`config.mk`:
```
export PLATFORM = sky130hd
export DESIGN_NAME = fp_simd_arbiter
export DESIGN_NICKNAME = d
export VERILOG_FILES = /design/src/rtl/fp_simd_arbiter.sv
export SDC_FILE = /design/constraint.sdc
export NUM_CORES = 1
export LEC_CHECK = 0
export CAP_MARGIN = 20
export CORE_AREA = 8 8 419 421
export DETAILED_ROUTE_END_ITERATION = 10
export DIE_AREA = 0 0 427 429
export DONT_BUFFER_PORTS = 1
export PLACE_DENSITY_LB_ADDON = 0.05
export SYNTH_ARGS = -nofsm -noshare
export SYNTH_HDL_FRONTEND = slang
export SYNTH_SLANG_ARGS = --single-unit
export TNS_END_PERCENT = 100
```
`constraint.sdc`:
```
create_clock -name clk -period 2.85 [get_ports clk]
set_input_delay 0.285 -clock clk [delete_from_list [all_inputs] [get_ports clk]]
set_output_delay 0.285 -clock clk [all_outputs]
set_load 0.05 [all_outputs]
```
`src/rtl/fp_simd_arbiter.sv`:
```
// Round-robin arbiter sharing one FP_SIMD unit between NUM_REQ requesters; grant 1 cycle after request, response 1 cycle after simd valid.
// Backpressure: requests wait while FP_SIMD is busy or an operation is in flight; a watchdog turns a lost result into an error response.
module fp_simd_arbiter #(
    parameter int NUM_REQ    = 4,
    parameter int SIMD_WIDTH = 4,
    parameter int TIMEOUT    = 64
) (
    input  logic                             clk,
    input  logic                             rst,
    input  logic [NUM_REQ-1:0]               i_req,
    input  logic [NUM_REQ*SIMD_WIDTH*22-1:0] i_in1,
    input  logic [NUM_REQ*SIMD_WIDTH*22-1:0] i_in2,
    input  logic [NUM_REQ*3-1:0]             i_opcode,
    output logic [NUM_REQ-1:0]               o_grant,
    output logic [NUM_REQ-1:0]               o_rsp_valid,
    output logic [SIMD_WIDTH*22-1:0]         o_rsp_data,
    output logic                             o_rsp_err,
    output logic                             o_simd_en,
    output logic [SIMD_WIDTH*22-1:0]         o_simd_in1,
    output logic [SIMD_WIDTH*22-1:0]         o_simd_in2,
    output logic [2:0]                       o_simd_opcode,
    input  logic [SIMD_WIDTH*22-1:0]         i_simd_output,
    input  logic                             i_simd_valid,
    input  logic                             i_simd_busy
);

    localparam int LW = SIMD_WIDTH * 22;
    localparam int PW = (NUM_REQ > 1) ? $clog2(NUM_REQ) : 1;
    localparam int WW = $clog2(TIMEOUT + 1);

    typedef enum logic [1:0] {IDLE, ISSUE, WAIT, RESP} state_t;

    state_t          state, state_nxt;
    logic [PW-1:0]   ptr, ptr_nxt, owner, owner_nxt, win;
    logic            win_vld, start, timeout_hit;
    logic [PW:0]     idx_sum;
    logic [WW-1:0]   wd, wd_nxt;

    logic [NUM_REQ-1:0] grant_nxt, rsp_valid_nxt;
    logic [LW-1:0]      rsp_data_nxt, simd_in1_nxt, simd_in2_nxt;
    logic               rsp_err_nxt, simd_en_nxt;
    logic [2:0]         simd_opcode_nxt;

    logic [LW-1:0] in1_arr [NUM_REQ];
    logic [LW-1:0] in2_arr [NUM_REQ];
    logic [2:0]    op_arr  [NUM_REQ];

    for (genvar k = 0; k < NUM_REQ; k++) begin : g_unpack
        assign in1_arr[k] = i_in1[k*LW +: LW];
        assign in2_arr[k] = i_in2[k*LW +: LW];
        assign op_arr[k]  = i_opcode[k*3 +: 3];
    end

    // First active request at or after ptr, wrapping modulo NUM_REQ.
    always_comb begin
        win     = '0;
        win_vld = 1'b0;
        idx_sum = '0;
        for (int i = 0; i < NUM_REQ; i++) begin
            idx_sum = {1'b0, ptr} + (PW+1)'(i);
            if (idx_sum >= (PW+1)'(NUM_REQ))
                idx_sum = idx_sum - (PW+1)'(NUM_REQ);
            if (!win_vld && i_req[idx_sum[PW-1:0]]) begin
                win     = idx_sum[PW-1:0];
                win_vld = 1'b1;
            end
        end
    end

    assign start       = (state == IDLE) && win_vld && !i_simd_busy;
    assign timeout_hit = (wd == WW'(TIMEOUT - 1));

    always_ff @(posedge clk) begin
        if (rst)
            state <= IDLE;
        else
            state <= state_nxt;
    end

    always_comb begin
        state_nxt = state;
        case (state)
            IDLE:    if (start) state_nxt = ISSUE;
            ISSUE:   state_nxt = WAIT;
            WAIT:    if (i_simd_valid || timeout_hit) state_nxt = RESP;
            RESP:    state_nxt = IDLE;
            default: state_nxt = IDLE;
        endcase
    end

    // Next values of the registered outputs and bookkeeping state.
    always_comb begin
        grant_nxt       = '0;
        simd_en_nxt     = 1'b0;
        rsp_valid_nxt   = '0;
        rsp_data_nxt    = o_rsp_data;
        rsp_err_nxt     = o_rsp_err;
        simd_in1_nxt    = o_simd_in1;
        simd_in2_nxt    = o_simd_in2;
        simd_opcode_nxt = o_simd_opcode;
        ptr_nxt         = ptr;
        owner_nxt       = owner;
        wd_nxt          = wd;
        case (state)
            IDLE: begin
                if (start) begin
                    grant_nxt[win]  = 1'b1;
                    simd_en_nxt     = 1'b1;
                    simd_in1_nxt    = in1_arr[win];
                    simd_in2_nxt    = in2_arr[win];
                    simd_opcode_nxt = op_arr[win];
                    owner_nxt       = win;
                    ptr_nxt         = (win == PW'(NUM_REQ - 1)) ? '0 : win + PW'(1);
                end
            end
            ISSUE: wd_nxt = '0;
            WAIT: begin
                wd_nxt = wd + WW'(1);
                // A result arriving on the final watchdog cycle still wins over the timeout.
                if (i_simd_valid) begin
                    rsp_valid_nxt[owner] = 1'b1;
                    rsp_data_nxt         = i_simd_output;
                    rsp_err_nxt          = 1'b0;
                end else if (timeout_hit) begin
                    rsp_valid_nxt[owner] = 1'b1;
                    rsp_data_nxt         = '0;
                    rsp_err_nxt          = 1'b1;
                end
            end
            default: ;
        endcase
    end

    always_ff @(posedge clk) begin
        if (rst) begin
            o_grant       <= '0;
            o_simd_en     <= 1'b0;
            o_rsp_valid   <= '0;
            o_rsp_data    <= '0;
            o_rsp_err     <= 1'b0;
            o_simd_in1    <= '0;
            o_simd_in2    <= '0;
            o_simd_opcode <= '0;
            ptr           <= '0;
            owner         <= '0;
            wd            <= '0;
        end else begin
            o_grant       <= grant_nxt;
            o_simd_en     <= simd_en_nxt;
            o_rsp_valid   <= rsp_valid_nxt;
            o_rsp_data    <= rsp_data_nxt;
            o_rsp_err     <= rsp_err_nxt;
            o_simd_in1    <= simd_in1_nxt;
            o_simd_in2    <= simd_in2_nxt;
            o_simd_opcode <= simd_opcode_nxt;
            ptr           <= ptr_nxt;
            owner         <= owner_nxt;
            wd            <= wd_nxt;
        end
    end

endmodule

```
==> results by stage, run 1 <==
Route:
- The top layer reached by signal wires is met5.
- The average wire per cell in the routed design is between 20 and 30 um.
- The first detailed-routing pass took 6 iterations.
- The routed via count divided by cell count is 3.77.
- The routed layout has 17200 vias.
- The detail route stage leaves a number of antenna-violating nets equal to 0.
- The wire length on met3 is 8.67 mm.
- The number of DRC markers after the initial detailed-route iteration is roughly 1000.
- In the detailed route, the total length drawn on met2 is 65.1 mm.
- For this run, design rule violations remaining after detail routing come to 0.
- After detailed routing, the wire length on met1 is 49.3 mm.
- Wires add up to approximately 130 mm.

Floorplanning:
- The effective utilization at floorplan is between 8 and 9%.
- The die is 429 um tall.
- The area inside the core boundary is 0.169 mm^2.
- The die is approximately 430 um wide.
- In this run the core area contains between 150 and 200 standard-cell rows.
- The floorplan step defined a die boundary enclosing 0.183 mm^2.
- The boundary pin count is around 1100.

Global routing:
- The initial antenna violation count came to 33.
- Entering global routing, the biggest net connects around 100 pins.
- Across every metal layer, demand over resource in global routing totals 12.6%.
- The number of global-route vias before repair is 18500.
- For this run the aggregate overflow at the end of global routing stands at 0.
- The first global-routing pass estimated 164 mm of wire.

CTS:
- Counting the buffers created by CTS gives 48.
- The clock tree buffer depth is 3.
- The clock tree from TritonCTS is built.
- Counting every sink on the clock net gives 290.
- The latest clock arrival within the worst-skew pair is 610 ps.
- After clock tree synthesis, the clock-pin slew on the worst setup and hold paths is around 60 ps.
- CTS built an H-tree with a depth of 2.
- The cell at the root of the clock tree is sky130_fd_sc_hd__clkbuf_16.

Worst setup path:
- At the worst endpoint, the required time is ~3300 ps.
- At the worst endpoint, the arrival time is 3280 ps.
- The critical path goes through nand2b_1, and4_4, nor2_4, buf_12, buf_12, clkbuf_16, mux2_2, dlygate4sd3_1, a221o_1.
- The most numerous cell on the critical path is sky130_fd_sc_hd__buf_12.
- The startpoint type of the worst setup path is a flip-flop.
- The kind of end point of the critical path is a flip-flop.
- In this design, the stage delay of the slowest critical-path cell is around 600 ps.
- Of all nets on the critical path, the largest fanout is 11.
- The category of the most critical setup path is reg2reg.
- The slowest stage of the critical path belongs to the cell sky130_fd_sc_hd__dlygate4sd3_1.

STA:
- The post-route setup TNS is 0 ps.
- The max-slew violation count is 0.
- The maximum clock skew at final layout is roughly 19 ps.
- Setup slack closes at 54.7 ps.
- The worst path needs roughly 2800 ps of the cycle, external delays included.
- Of the available clock period, the critical path in the final layout requires a little under 100%.
- Setup violations remaining at the end of the flow were counted as 0.
- The maximum frequency from static timing analysis is 0.358 GHz.
- The worst hold-check slack is 63.3 ps.
- The final count of hold timing violations was 0.
- The worst relative slew slack is 45.2%.
- Setup repair after global routing could not meet its margin everywhere.
- For the pin with the worst max-slew slack, the measured transition is 821 ps.

Synthesis:
- The instance count of the mapped netlist is 1645.
- The most used flip-flop cell after synthesis is sky130_fd_sc_hd__dfxtp_1.
- For this run, the number of Yosys warnings is 0.
- The number of library cell types mapped by synthesis is 49.
- After synthesis the cells add up to 0.0148 mm^2.
- sky130_fd_sc_hd__dfxtp_1 is the most common cell in the netlist.
- The average instance area after synthesis is 8.97 um^2.
- After synthesis the netlist holds a flip-flop and latch count of 290.
- Sorting the synthesized cells by how often they occur yields sky130_fd_sc_hd__dfxtp_1 (290), sky130_fd_sc_hd__a21oi_1 (188), sky130_fd_sc_hd__nand3_1 (179).
- The share of the synthesized area in the top cell type is 39.3%.
- In the post-synthesis netlist, the biggest area contributors are sky130_fd_sc_hd__dfxtp_1 (39%), sky130_fd_sc_hd__mux2_2 (13%), sky130_fd_sc_hd__a221o_1 (12%).
- The total nets after synthesis is between 2000 and 2500.
- In this run, synthesis inferred 0 flip-flops with an integrated enable.
- The largest total area in the synthesized netlist belongs to sky130_fd_sc_hd__dfxtp_1.
- Of all flip-flops after synthesis, the portion carrying an async set or reset was 0%.
- Summing the sequential cell areas from Yosys gives 39.3% of the chip area.

Hold path:
- The tightest min-delay check is of the in2reg type.

Placement:
- OpenSTA, run right after detailed placement, puts the worst setup slack at 242 ps.
- In this run the cell area measured after placement is 0.0177 mm^2.
- The final weighted congestion in routability-driven placement is 0.828.
- Input and output buffers added on the ports amount to 0.
- Detailed placement finished with a half-perimeter wire length of 96.6 mm.

Layout:
- Compared with the post-synthesis result, the final layout area differs by 78.7%.
- The final layout contains a little over 3000 nets.
- The total non-filler cell area in the finished layout is between 0.02 and 0.03 mm^2.
- The final core area utilization is 15.6%.
- The layout has 19000 filler cells.
- The ratio of cells with drive above 1 in the final layout is ~15%.

Pwr:
- Dividing total power by cell area gives a power density of around 800 mW/mm^2.
- Summed over all nets, the switching power comes to 0.00941 W.
- The worst supply voltage drop on vdd is ~320 uV.
- The fraction of power consumed by combinational cells is 30.3%.
- The part of the total power dissipated in the clock network is 28.8%.
- Registers are responsible for approximately two fifths of the overall power.
- The net switching share of the total power is ~45%.
- The total leakage power is 9.64 nW.
- Cell internal power was estimated by the tool at 0.0116 W.

Flow run:
- The number of max-cap violations is 0.

Status:
- The run finished with clean final reports.
registers in the layout, indices dropped and copies added, names as in the netlist:
signal	flops
state	2
o_rsp_valid	4
o_simd_in2	88
o_rsp_err	1
o_simd_in1	88
o_simd_en	1
ptr	2
wd	7
o_rsp_data	88
o_simd_opcode	3
o_grant	4
owner	2
through the flow:
| stage | instances | total power (W) |
|---|---|---|
| 6_report | 4559 | 0.0210 |
| 2_1_floorplan | 1645 | 0.0112 |
| 3_5_place_dp | 3763 | 0.0138 |
| 4_1_cts | 4544 | 0.0214 |
| 3_3_place_gp | 3763 | 0.0139 |
| 5_1_grt | 4553 | 0.0221 |
area by class of cell:
cell class	count	area [um^2]	share of cell area (%)
Antenna cell	11	27.5	0.104
Inverter	8	30.0	0.114
Clock inverter	10	91.3	0.346
Clock buffer	76	1490	5.64
Sequential cell	290	5810	22.0
Timing Repair Buffer	788	8020	30.4
Tap cell	2218	2780	10.5
Multi-Input combinational cell	1158	8130	30.8
placed cells by master, fill, tap and decap left out, types with 2 or more instances in the layout:
master	Yosys	final
sky130_fd_sc_hd__nand3_1	179	179
sky130_fd_sc_hd__a221oi_1	2	2
sky130_fd_sc_hd__nor2_1	93	93
sky130_fd_sc_hd__a22oi_1	88	88
sky130_fd_sc_hd__clkinv_2	0	4
sky130_fd_sc_hd__ha_1	8	8
sky130_fd_sc_hd__clkbuf_1	124	11
sky130_fd_sc_hd__a21oi_1	188	188
sky130_fd_sc_hd__clkinvlp_4	0	2
sky130_fd_sc_hd__mux2_1	11	11
sky130_fd_sc_hd__mux2_2	167	167
sky130_fd_sc_hd__nand2_1	11	11
sky130_fd_sc_hd__diode_2	0	11
sky130_fd_sc_hd__nor4_1	2	2
sky130_fd_sc_hd__nor2_4	2	2
sky130_fd_sc_hd__nor2b_1	3	2
sky130_fd_sc_hd__clkbuf_16	0	51
sky130_fd_sc_hd__clkbuf_8	0	16
sky130_fd_sc_hd__o21ai_0	175	174
sky130_fd_sc_hd__or3_1	2	2
sky130_fd_sc_hd__buf_4	12	65
sky130_fd_sc_hd__nor4b_1	2	2
sky130_fd_sc_hd__o21ai_1	7	7
sky130_fd_sc_hd__xor2_1	3	3
sky130_fd_sc_hd__inv_1	7	7
sky130_fd_sc_hd__dfxtp_1	290	290
sky130_fd_sc_hd__buf_12	0	25
sky130_fd_sc_hd__mux2i_1	2	2
sky130_fd_sc_hd__and3_1	5	5
sky130_fd_sc_hd__nand4_1	4	4
sky130_fd_sc_hd__nand2b_1	6	6
sky130_fd_sc_hd__dlygate4sd3_1	0	694
sky130_fd_sc_hd__inv_6	0	2
sky130_fd_sc_hd__a221o_1	178	178
critical path, delay by kind of cell (launching register included):
family | cells | cell delay, ps
AOI/OAI and AO/OA | 1 | 290
buffers and inverters | 4 | 1070
muxes | 1 | 370
and+or+nand+nor | 3 | 560
DFF | 1 | 360
power groups by stage:
stage	Sequential, W	Clock, W	Combinational, W
final	0.00857	0.00604	0.00636
after floorplan	0.00796	0	0.00322
after global placement	0.00878	0	0.00508
after global routing	0.00866	0.00652	0.00687
after CTS	0.00864	0.00641	0.00636
after detailed placement	0.00872	0	0.00508
final timing paths:
path	start	depth (start not counted)	slack (ps)	to
hold / removal	rst	2	60	state[1]
setup / recovery	ptr[0]	9	50	o_simd_in2[6]
setup reg to reg	ptr[0]	9	50	o_simd_in2[6]
hold reg to reg	o_simd_in2[7]	1	500	o_simd_in2[7]
routing by layer:
layer | vias up | track usage (%)
met5 | - | 0
met4 | 4 | 2.65
met3 | 132 | 3.24
met2 | 780 | 23.4
met1 | 8612 | 14.4
li1 | 7648 | -
cells by family (layout without fill, tap and decap cells):
logic type | Yosys count | count (layout) | synth area share [%]
AOI/OAI and AO/OA | 644 | 644 | 29.5
DFF | 290 | 290 | 39.3
muxes | 180 | 180 | 13.7
other | 0 | 11 | 0
xor gates and xnor gates | 3 | 3 | 0.178
buffers and inverters | 197 | 882 | 5.83
adders and majority gates | 8 | 8 | 0.678
and+or+nand+nor | 323 | 323 | 10.7
what timing repair did:
action                                  CTS  global route
buffers inserted                          0             2
endpoints found under the hold margin   290             0
endpoints found under the setup margin    0            88
hold buffers                            695             0
resized for setup                         0             7
No activity file was read; power rests on OpenSTA's default activity.
==> run 2: changes to the inputs <==
- CORE_AREA: 8 8 419 421 -> 8 8 415 417
- DIE_AREA: 0 0 427 429 -> 0 0 423 425
==> run 2 against run 1 <==
Register-to-register slack improved by 60 ps. Non-clock buffer count rose by 11. Design area is 0.58% higher. Final cell count about the same. Die area decreased by 1.9%. Fmax increased by 2.0%. Routed wire length decreased by 2.5%. First-iteration DRC count decreased by 2.6%. Via count is 0.23% lower. Largest cell class is now buffers. Largest power group unchanged.
==> results by stage, run 2 (same netlist as run 1, synthesis figures left out) <==
Status:
- The run finished with clean final reports.

Route:
- The sum of routed wire length over all layers is 122 mm.
- The number of DRC markers after the initial detailed-route iteration is 998.
- The detail route stage leaves a number of antenna-violating nets equal to 0.
- The routed layout has 17100 vias.
- In the routed layout, each cell is associated on average with a via count of 3.76.
- The average wire per cell in the routed design is 26.8 um.
- The first-pass iteration count of the detailed router is 6.
- The number of remaining DRC errors is 0.

CTS:
- The tree is rooted in a sky130_fd_sc_hd__clkbuf_16.
- Buffers inserted during clock tree synthesis total 49.
- After clock tree synthesis, the clock-pin slew on the worst setup and hold paths is around 70 ps.
- TritonCTS built the clock tree.
- In this run the deepest clock path goes through 3 buffers.
- Clock latency on the worst-skew pair, taken at its later pin, is 620 ps.
- The level count of the clock H-tree is 2.
- Counting every sink on the clock net gives 290.

Worst setup path:
- STA classifies the critical path endpoint as a flip-flop.
- In this run the worst path has a maximum fanout of 50.
- The origin of the critical flop-to-flop path is ptr[0].
- The longest individual stage delay on the worst path is 900 ps.
- In this design, the critical path's most frequently occurring cell is sky130_fd_sc_hd__buf_12.
- The worst setup path is launched from a flip-flop.
- The required time at the endpoint of the critical path is 3340 ps.
- Among all stages on the critical path, the largest delay is contributed by sky130_fd_sc_hd__o21ai_0.
- The critical path in this run is classified as reg2reg.
- STA puts the critical path data arrival time at between 3000 and 4000 ps.
- Walking the worst path, the cells encountered are nand2b_1, and4b_4, buf_12, buf_12, o21ai_0, buf_4, a21oi_1, a221o_1.
- Tracing the worst setup path back leads to its startpoint at ptr[0].

Placement:
- Including well taps, the total number of placed cells is 3745.
- Routability-driven placement finished with a final weighted congestion of about 0.81.
- The half-perimeter wire length after placement is 93.8 mm.
- The number of port buffers is 0.

Global routing:
- The first global-routing pass estimated 164 mm of wire.
- For met3 alone, demand over resource in global routing was 4.57%.
- The initial antenna violation count was 32.
- The overall track demand over capacity in global routing is 12.6%.
- The total grt overflow is 0.
- Entering global routing, the biggest net connects about 100 pins.
- Global routing consumed, on the met2 layer, a little under a quarter of the routing resources.
- In this run the most used layer during global routing was met2.
- The fraction of met1 tracks used by global routing is 14.2%.
- The number of global-route vias before repair is 18400.

Floorplanning:
- The die covers ~0.18 mm^2.
- The floorplan has 150 rows.
- The boundary pin count is 1089.
- The height of the die is between 400 and 500 um.
- The width of the die is 423 um.
- The effective utilization at floorplan is 8.89%.
- The area inside the core boundary is ~0.17 mm^2.

STA:
- The post-route setup TNS is 0 ps.
- The worst relative slew slack is 25.4%.
- The number of failing setup endpoints in the final timing report is 0.
- Based on the critical path, the design can be clocked at up to 0.365 GHz.
- The max-slew violation count is 0.
- Dividing the final minimum period by the clock period gives between 90 and 100%.
- The final critical path time including I/O delays and setup is 2740 ps.
- Setup repair after global routing left no endpoint under its margin.
- The maximum clock skew at final layout is 29.0 ps.
- The final count of hold timing violations came to 0.
- For the pin with the worst max-slew slack, the measured transition is 1110 ps.

Layout:
- The filler-free cell count of the finished design is 4560.
- At the end of the flow the core is filled with cells to 16.0%.
- The storage element area is 0.00581 mm^2.
- The number of nets in the finished design is 3126.
- The top cell types in the final layout, fill and taps aside, are sky130_fd_sc_hd__dlygate4sd3_1 (705), sky130_fd_sc_hd__dfxtp_1 (290), sky130_fd_sc_hd__a21oi_1 (187).
- The layout has 18700 filler cells.
- In the final layout, the registers with the most flip-flops are o_rsp_data: 88 flops, o_simd_in1: 88 flops, o_simd_in2: 88 flops.
- The most frequent standard cell in the layout excluding fill and tap cells is sky130_fd_sc_hd__dlygate4sd3_1.
- Summing all multi-input logic gate instances after layout gives 0.00813 mm^2.
- Cells with a size suffix above 1 make up 14.8% of the layout.
- The growth of design area from synthesis to finish is 79.8%.

Hold path:
- The worst hold path begins at i_in2[347].
- The class of the most critical hold timing path is in2reg.

Pwr:
- In this run the static leakage power is between 9 and 10 nW.
- The total power density per cell area is 793 mW/mm^2.
- Across the VDD grid, the largest voltage drop is 317 uV.

Flow run:
- The number of max-cap violations is 0.
[run 2: cell types whose count changed in the layout (fill, tap and decap cells not counted), sizes merged]
cell,before,now
buf,92,91
clkbuf,78,72
diode,11,16
inv,10,9
clkinvlp,2,4
dlymetal6s4s,0,2
bufinv,1,4
dlygate4sd3,694,705
[run 2: area by class of cell]
class                           count  area share (%)
Timing Repair Buffer              799            30.7
Multi-Input combinational cell   1158            30.7
Sequential cell                   290            21.9
Tap cell                         2204            10.4
Clock buffer                       71            5.43
Clock inverter                     14           0.708
Antenna cell                       16           0.151
Inverter                            8           0.113
[run 2: worst paths after layout]
path | slack [ps] | endpoint | depth (start not counted)
setup / recovery | 110 | o_simd_in1[56] | 8
hold / removal | 60 | o_simd_in2[83] | 2
setup reg to reg | 110 | o_simd_in1[56] | 8
hold reg to reg | 500 | wd[6] | 2
[run 2: timing repair]
action,4_1_cts,5_1_grt
hold endpoints to repair,289,0
endpoints found under the setup margin,0,56
setup buffers,0,5
resized for setup,0,4
hold buffers,708,0
[run 2: metal layers]
| layer | share of wire [%] | wire length, um | vias to the layer above |
|---|---|---|---|
| li1 | - | - | 7667 |
| met1 | 38 | 46200 | 8507 |
| met2 | 51 | 61800 | 808 |
| met3 | 9.0 | 11100 | 152 |
| met4 | 2.7 | 3320 | 2 |
| met5 | 0.019 | 23 | - |
[run 2: per-stage QoR]
step / total power, W / area, um^2 / hold WS (ps) / setup WS (ps)
final: 0.0210 / 26500 / 60.5 / 111
after global routing: 0.0221 / 26500 / 14.5 / 3.30
after CTS: 0.0216 / 26400 / 1.79 / 4.71
after detailed placement: 0.0138 / 17700 / 375 / 109
after global placement: 0.0138 / 17700 / 374 / 76.7
after floorplan: 0.0112 / 14800 / 433 / 758
[run 2: worst max-delay path: cells and delay by family, from the launching register on]
kind | cells | cell delay [ps]
AO/OA/AOI/OAI | 3 | 1230
buffers and inverters | 3 | 600
AND/OR/NAND/NOR | 2 | 410
flip-flops | 1 | 340
[run 2: report_power, final]
group	switching, W	internal (W)
clock network	0.00249	0.00384
registers	0.00373	0.00486
logic	0.00323	0.00289
total	0.00945	0.0116
==> run 3: changes to the inputs <==
- CORE_AREA: 8 8 415 417 -> 8 8 422 424
- DIE_AREA: 0 0 423 425 -> 0 0 430 432
==> run 3 against run 2 <==
Final cell count increased by 0.61%. Count of clock-buffer cells in the layout decreased by 1. Critical path type unchanged. Via count is 0.94% lower. Non-clock buffer count down 6. Global-route usage fell by 0.51 points. Sequential share of layout area rose by 0.14 points. Largest cell class is now multi-input combinational cells. Highest routed layer unchanged.
==> results by stage, run 3 (same netlist as run 1, synthesis figures left out) <==
Worst setup path:
- The kind of end point of the critical path is a flip-flop.
- The category of the most critical setup path is reg2reg.
- The startpoint type of the worst setup path is a flip-flop.
- Along the worst path, the maximum fanout reaches 49.
- The arrival time reported for the critical path endpoint is approximately 3200 ps.
- The number of buffers and inverters on the critical path is 3.
- The longest individual stage delay on the worst path is 570 ps.
- On the critical path, the stage with the largest delay is an instance of sky130_fd_sc_hd__dlygate4sd3_1.
- The critical path goes through nand2b_1, and4b_4, nor2_4, buf_12, buf_4, mux2_1, dlygate4sd3_1, a221o_1.
- The cell family contributing the most delay on the critical path is buffers and inverters.
- The required time at the endpoint of the critical path is roughly 3400 ps.

STA:
- The final count of hold timing violations is 0.
- The maximum frequency from static timing analysis is 0.368 GHz.
- The slew at the pin closest to its max-slew limit is 962 ps.
- Adding up every negative setup slack in the final design gives 0 ps.
- The final period utilization is 95.4%.
- The number of failing setup endpoints in the final timing report is 0.
- The routed design could run at a clock period as short as roughly 2700 ps.
- Measured against its own limit, the worst slew margin works out to 35.6%.
- The max-slew violation count is 0.
- The maximum clock skew at final layout is 19.8 ps.

Route:
- Summing over every cut layer, the via total after detailed routing is approximately 17000.
- The average wire per cell in the routed design is 26.5 um.
- The first-pass iteration count of the detailed router is 5.
- The detailed router finished its first iteration with between 900 and 1000 violations.
- After detailed routing, the number of remaining DRC violations is 0.
- The number of nets with antenna violations after detailed routing is 0.
- The sum of routed wire length over all layers is 121 mm.
- After detailed routing, the number of vias per cell comes to roughly 3.7.

CTS:
- The number of sinks driven by the clock tree is 290.
- The total clock buffers created by CTS is 45.
- The clock tree synthesis step divided the H-tree into 2 levels.
- CTS placed an instance of sky130_fd_sc_hd__clkbuf_16 at the clock tree root.
- Counting along the longest clock path gives a buffer depth of 3.
- At the later pin of the worst-skew pair, clock insertion delay measures a little over 600 ps.
- Clock-pin slew was measured on the worst setup and hold paths at around 60 ps.
- The clock tree from TritonCTS is built.

Layout:
- In the final layout, the share of cells above drive strength 1 is 14.7%.
- The storage element area is about 0.0058 mm^2.
- The library cells used most frequently in the layout, excluding fill and tap cells, are sky130_fd_sc_hd__dlygate4sd3_1 (701), sky130_fd_sc_hd__dfxtp_1 (290), sky130_fd_sc_hd__a21oi_1 (188).
- Counting the fill cells in the layout gives 19300.
- From synthesis to final layout, the design area changed by 78.6%.
- The largest registers in the layout are o_rsp_data: 88 flops, o_simd_in1: 88 flops, o_simd_in2: 88 flops.
- The most frequent standard cell in the layout excluding fill and tap cells is sky130_fd_sc_hd__dlygate4sd3_1.
- The multi-input combinational cells in the finished layout cover a total of 0.00813 mm^2.
- The number of nets in the finished design is 3116.

Floorplanning:
- The width of the die is ~430 um.
- The number of placement rows is 152.
- The height of the die is 432 um.
- The die covers about 0.19 mm^2.
- The effective utilization at floorplan is 8.63%.
- The region available for standard cell placement spans between 0.15 and 0.2 mm^2.
- For this design the top-level I/O count stands at 1089.

Pwr:
- Power comes to 0.0206 W.
- The total leakage power is approximately 9.6 nW.
- Dividing total power by cell area gives a power density of 780 mW/mm^2.
- The worst supply voltage drop on vdd is 362 uV.

Flow run:
- The number of max-cap violations is 0.

Global routing:
- The first global-routing pass estimated 162 mm of wire.
- The overall track demand over capacity in global routing is 12.1%.
- The total overflow left after global routing is 0.
- The initial antenna violation count is 53.
- The number of global-route vias before repair is 18300.
- The largest net degree at the start of global routing is ~100.

Placement:
- The half-perimeter wire length after placement is 94.1 mm.
- The number of port buffers is 0.
- At the end of routability-driven placement, the weighted congestion stood at roughly 0.79.

Hold path:
- The class of the most critical hold timing path is in2reg.

Status:
- The run finished with clean final reports.
==> run 3: changes by cell type in the layout (fill, tap and decap cells not counted), sizes merged <==
cell          delta
bufinv           -2
buf              -1
clkinvlp         -3
clkinv           +4
inv              -1
dlygate4sd3      -4
dlymetal6s4s     -2
diode            +8
==> run 3: final timing paths <==
kind | startpoint | cells past startpoint | endpoint | slack (ps)
max reg2reg | ptr[0] | 8 | o_simd_in1[17] | 130
min | i_simd_valid | 3 | state[1] | 50
max | ptr[0] | 8 | o_simd_in1[17] | 130
min reg2reg | wd[5] | 2 | wd[5] | 490
==> run 3: tightest hold or removal path, stage by stage <==
cell and delay, ps:
sky130_fd_sc_hd__o31ai_1 100, sky130_fd_sc_hd__mux2i_1 130, sky130_fd_sc_hd__nor2_1 80
==> run 3: routing by layer <==
layer / routed length (um) / vias up / track usage (%)
met5: 164 / - / 0
met2: 60700 / 759 / 20.8
li1: - / 7645 / -
met3: 11100 / 180 / 5.11
met1: 45100 / 8367 / 13.1
met4: 4430 / 24 / 5.18
==> run 3: cell type report <==
cell class                      count  share of cell area [%]
Antenna cell                       24                   0.228
Clock buffer                       70                    5.16
Multi-Input combinational cell   1158                    30.8
Inverter                            8                   0.114
Clock inverter                     12                   0.484
Timing Repair Buffer              793                    30.5
Tap cell                         2233                    10.6
Sequential cell                   290                    22.0
==> run 3: repair_timing <==
item	CTS	global route
endpoints found under the hold margin	290	0
hold buffers	702	0
endpoints found under the setup margin	0	88
resized for setup	0	5
setup buffers	0	5
==> run 3: stage by stage <==
step | cells | util, % | hold slack, ps | cell area (um^2) | worst slack, ps
6_report | 4588 | 15.4 | 47.9 | 26400 | 130
5_1_grt | 4584 | 15.4 | 11.5 | 26300 | -8.25
4_1_cts | 4558 | 15.3 | 0.334 | 26200 | 9.86
3_5_place_dp | 3774 | 10.3 | 426 | 17700 | 157
3_3_place_gp | 3774 | 10.3 | 428 | 17700 | 126
2_1_floorplan | 1645 | - | 433 | 14800 | 758
==> run 3: power breakdown <==
part	internal (W)	switching [W]
clock network	0.00345	0.00235
logic	0.00301	0.00319
registers	0.00486	0.00371
total	0.0113	0.00925
